## config.mk

```make
export PLATFORM = sky130hd
export DESIGN_NAME = regfile_wb_arbiter
export DESIGN_NICKNAME = d
export VERILOG_FILES = /design/src/rtl/regfile_wb_arbiter.sv
export SDC_FILE = /design/constraint.sdc
export NUM_CORES = 1
export LEC_CHECK = 0
export BUFFER_PORTS_ARGS = -buffer_cell sky130_fd_sc_hd__buf_2
export CAP_MARGIN = 5
export CORE_ASPECT_RATIO = 1.4
export CORE_MARGIN = 3
export CORE_UTILIZATION = 35
export DETAILED_ROUTE_END_ITERATION = 10
export GPL_TIMING_DRIVEN = 1
export PLACE_DENSITY = 0.75
export SYNTH_ARGS = -nofsm -noshare
export SYNTH_HDL_FRONTEND = slang
export SYNTH_SLANG_ARGS = --single-unit
```

## constraint.sdc

```tcl
create_clock -name clk -period 2.52 [get_ports clk]
set_input_delay 0.252 -clock clk [delete_from_list [all_inputs] [get_ports clk]]
set_output_delay 0.252 -clock clk [all_outputs]
set_load 0.02 [all_outputs]
```

## src/rtl/regfile_wb_arbiter.sv

```systemverilog
// regfile_wb_arbiter: round-robin writeback arbiter with pending-write scoreboard (optional WB_BYPASS_EN forwarding)
module regfile_wb_arbiter #(
    parameter int NREQ = 3,
    parameter int AW   = 5,
    parameter int DW   = 32
) (
    input  logic                 clk,
    input  logic                 rst,
    input  logic [NREQ-1:0]      req,
    input  logic [NREQ*AW-1:0]   req_addr,
    input  logic [NREQ*DW-1:0]   req_data,
    output logic [NREQ-1:0]      gnt,
    output logic                 L_S,
    output logic [AW-1:0]        Wt_addr,
    output logic [DW-1:0]        wt_data,
    input  logic                 iss_vld,
    input  logic [AW-1:0]        iss_addr,
    input  logic [AW-1:0]        chk_addr_A,
    input  logic [AW-1:0]        chk_addr_B,
    output logic                 busy_A,
    output logic                 busy_B,
`ifdef WB_BYPASS_EN
    output logic                 byp_vld_A,
    output logic                 byp_vld_B,
    output logic [DW-1:0]        byp_data_A,
    output logic [DW-1:0]        byp_data_B,
`endif
    output logic [2**AW-1:0]     pend
);
    logic [1:0]        ptr;
    logic [1:0]        ptr_n;
    logic [NREQ-1:0]   rot;
    logic [NREQ-1:0]   pick;
    logic [AW-1:0]     win_addr;
    logic [DW-1:0]     win_data;
    logic [2**AW-1:0]  set_v;
    logic [2**AW-1:0]  clr_v;
    always_comb begin
        rot = ptr == 2'd1 ? {req[0], req[2], req[1]} :
              ptr == 2'd2 ? {req[1], req[0], req[2]} : req;
        pick = rot[0] ? 3'b001 : rot[1] ? 3'b010 : rot[2] ? 3'b100 : 3'b000;
        gnt = !rst ? 3'b000 :
              ptr == 2'd1 ? {pick[1], pick[0], pick[2]} :
              ptr == 2'd2 ? {pick[0], pick[2], pick[1]} : pick;
        win_addr = gnt[2] ? req_addr[2*AW +: AW] : gnt[1] ? req_addr[AW +: AW] : req_addr[0 +: AW];
        win_data = gnt[2] ? req_data[2*DW +: DW] : gnt[1] ? req_data[DW +: DW] : req_data[0 +: DW];
        ptr_n = gnt[0] ? 2'd1 : gnt[1] ? 2'd2 : gnt[2] ? 2'd0 : ptr;
        set_v = (iss_vld && iss_addr != '0) ? (2**AW)'(1) << iss_addr : '0;
        clr_v = L_S ? (2**AW)'(1) << Wt_addr : '0;
    end
    always_ff @(posedge clk) begin
        if (!rst) begin
            ptr     <= 2'd0;
            L_S     <= 1'b0;
            Wt_addr <= '0;
            wt_data <= '0;
            pend    <= '0;
        end else begin
            ptr  <= ptr_n;
            L_S  <= |gnt && win_addr != '0;
            // set after clear so a re-reservation on the commit edge survives
            pend <= ((pend & ~clr_v) | set_v) & ~(2**AW)'(1);
            if (|gnt) begin
                Wt_addr <= win_addr;
                wt_data <= win_data;
            end
        end
    end
`ifdef WB_BYPASS_EN
    always_comb begin
        byp_vld_A  = L_S && Wt_addr == chk_addr_A && chk_addr_A != '0;
        byp_vld_B  = L_S && Wt_addr == chk_addr_B && chk_addr_B != '0;
        byp_data_A = wt_data;
        byp_data_B = wt_data;
        busy_A = rst && pend[chk_addr_A] && !(byp_vld_A && !(iss_vld && iss_addr == chk_addr_A));
        busy_B = rst && pend[chk_addr_B] && !(byp_vld_B && !(iss_vld && iss_addr == chk_addr_B));
    end
`else
    always_comb begin
        busy_A = rst && pend[chk_addr_A];
        busy_B = rst && pend[chk_addr_B];
    end
`endif
endmodule

```

==> results.ini <==
[setup_path]
startpoint_type = flip-flop
crit_path_start = pend[30]$_SDFF_PN0_
critPathKind = flip-flop to output port
r2r_slack_ns = 0.47
crit_chain = mux4_2, mux4_2, nand2b_1, o211a_1, buf_2
crit_family = multiplexers
crit_path_end_kind = output port
crit_buf_inv = 1
cp-endpoint = busy_B
crit_fanout = 4
reg2regPathDepth = 7
slowest_stage = mux4_2
r2r-end = wt_data[13]$_SDFFE_PN0P_
crit_top_cell = mux4_2
crit_required_ns = 2.27
worstPathArrival_ns = 2.04
rr_startpoint = ptr[1]$_SDFFE_PP0P_
slowest_delay_ns = 0.46
crit_cells = 5

[flow_run]
cap_violations = 0

[die]
start_util = 0.361
io_pins = 207
dieArea_mm2 = 0.0132
die_x_um = 97.8
core_mm2 = 0.0115
die_h_um = 135
num_rows = 46

[clocking]
cts_tree = done
path_clk_slew_ns = 0.06
cts.sinks = 71
cts.repair.resized = 0
root_buffer = clkbuf_16
post_cts.repair.setup_buffers = 0
clk_latency_ns = 0.33
numCtsBuffers = 9
clk_path_buf_depth = 2
h-tree-depth = 3
ctsHoldBuffers = 0

[power_and_ir_drop]
irDropWorstVdd_v = 0.000281
p_per_area_mw_per_mm2 = 555
power.leakage_nw = 2.55
finalPower_mw = 3.09

[synth]
yosys-top-cells-count = 135 x nand2_1, 71 x dfxtp_1, 42 x nor2_1, 34 x o21ai_0, 31 x a21boi_0
netlist_instances = 504
synth_area_leader_cell = dfxtp_1
ys_async_sr_fraction = 0
ys_types = 45
synth_edf_count = 0
yosysWarnings = 0
yosysSeqAreaShare = 0.344
syn_area_per_cell_um2 = 8.19
ys_seq_elements = 71
synth_top_area_frac = 0.344
yosysMostFrequentCell = nand2_1
synth_flop_cell = dfxtp_1
syn-cell-area_mm2 = 0.00413
yosys-top-cells-area = dfxtp_1 34%, nand2_1 12%, mux4_2 9.8%
synth_nets = 636

[route]
first_iter_violations = 239
routedWlPerCell_um = 16.3
via_per_inst = 5.39
drt_pass1_iterations = 5
drc = 0
routed_wirelength_um = 13700
dr_total_vias = 4542
antenna_left = 0

[grt]
grt_usage = 0.210
grt_pass1_wl_um = 22100
antenna_found_initial = 3
grt_max_degree = 64
grt_pass1_vias = 4492
grt.overflow.total = 0

[timing]
rsz0062_at_grt = no
slew_headroom = 0.527
fin_setup_tns_ns = 0
fmax_ghz = 0.436
skew_ns = 0.00505
setup_viol = 0
tightest_slew_ns = 0.707
slew_violations = 0
fin_crit_sh = 0.911
finalHoldViolCount = 0
fin_ws_ns = 0.224
period_needed_ns = 2.30

[place]
pre_cts_slack_ns = 0.330
dp_hpwl_um = 10600
io_buffers = 205
dp.cells = 824
gp_congestion = 0.969

[cells_and_area]
layout-drive-gt1-share = 0.369
area_growth_pct = 34.9
instances_no_fill = 842
utilization = 0.487
nFillCells = 1177
fin_nets = 823

[min_path]
hold_class = input port to flip-flop

[status]
outcome = complete, no violations

[through the flow]
| stage | hold slack, ns | area [µm²] |
|---|---|---|
| after global routing | 0.282 | 5570 |
| after CTS | 0.249 | 5570 |
| after floorplan | 0.423 | 4130 |
| after global placement | 0.438 | 5280 |
| after detailed placement | 0.441 | 5280 |
| final | 0.271 | 5570 |
[cell families after synthesis]
| logic type | Yosys count | share of synthesized area |
|---|---|---|
| multiplexers | 23 | 0.111 |
| AO/OA/AOI/OAI | 155 | 0.286 |
| flip-flops | 71 | 0.344 |
| AND/OR/NAND/NOR | 210 | 0.213 |
| buffers and inverters | 44 | 0.0454 |
| other | 1 | 0.000908 |
[metal layers]
metal / vias up / routed length [µm] / global-route usage
met5: - / 14 / 0
met2: 214 / 6890 / 0.371
met3: 36 / 1290 / 0.0532
met4: 4 / 449 / 0.0916
met1: 2095 / 5060 / 0.238
li1: 2193 / - / -
[sequential cells by signal, summed over array words and instances, names as in the netlist]
name / flops
L_S: 1
Wt_addr: 5
pend: 31
ptr: 2
wt_data: 32
[tightest hold or removal path: stages]
cell and delay (ns):
buf_2 0.11, nor3b_1 0.06, nand2_1 0.06, a21boi_0 0.07
[report_power, final]
part           total (mW)  switching, mW  leakage [nW]  internal (mW)
Clock                1.24          0.479         0.142          0.762
Sequential           1.23         0.0444         0.581           1.19
Combinational       0.622          0.355          1.82          0.267
Total                3.09          0.878          2.55           2.22
[area by class of cell]
class | instances | area [µm²] | area share
multi-input cells | 389 | 2530 | 0.455
diodes | 2 | 5.00 | 0.000898
clock inverters | 6 | 61.3 | 0.0110
inverters | 6 | 22.5 | 0.00404
flip-flops and latches | 71 | 1420 | 0.255
well taps | 144 | 180 | 0.0323
repair buffers | 214 | 1120 | 0.201
clock buffers | 10 | 229 | 0.0411
[worst min-delay path by stage]
stage	startpoint	to	slack [ns]	cells after the start
3_5_place_dp	wt_data[30]$_SDFFE_PN0P_	wt_data[30]$_SDFFE_PN0P_	0.44	2
3_3_place_gp	wt_data[0]$_SDFFE_PN0P_	wt_data[0]$_SDFFE_PN0P_	0.44	2
2_1_floorplan	req[1]	ptr[1]$_SDFFE_PP0P_	0.42	2
5_1_grt	iss_addr[4]	pend[4]$_SDFF_PN0_	0.28	4
6_report	iss_addr[4]	pend[4]$_SDFF_PN0_	0.27	4
4_1_cts	iss_addr[4]	pend[4]$_SDFF_PN0_	0.25	4
[placed cells by master (no fill, tap or decap), drive strengths merged, types with 4 or more instances in the layout]
cell | Yosys | layout
buf | 13 | 214
nand2 | 135 | 135
dfxtp | 71 | 71
a21boi | 58 | 58
nor2 | 42 | 42
o21ai | 34 | 34
a311o | 22 | 22
mux4 | 18 | 18
a311oi | 11 | 11
a31o | 11 | 11
clkbuf | 25 | 10
inv | 6 | 6
nand2b | 5 | 5
nor2b | 5 | 5
a211o | 4 | 4
nor3b | 4 | 4
nand3 | 4 | 4
clkinv | 0 | 4
Power figures use the tool's default switching activity.
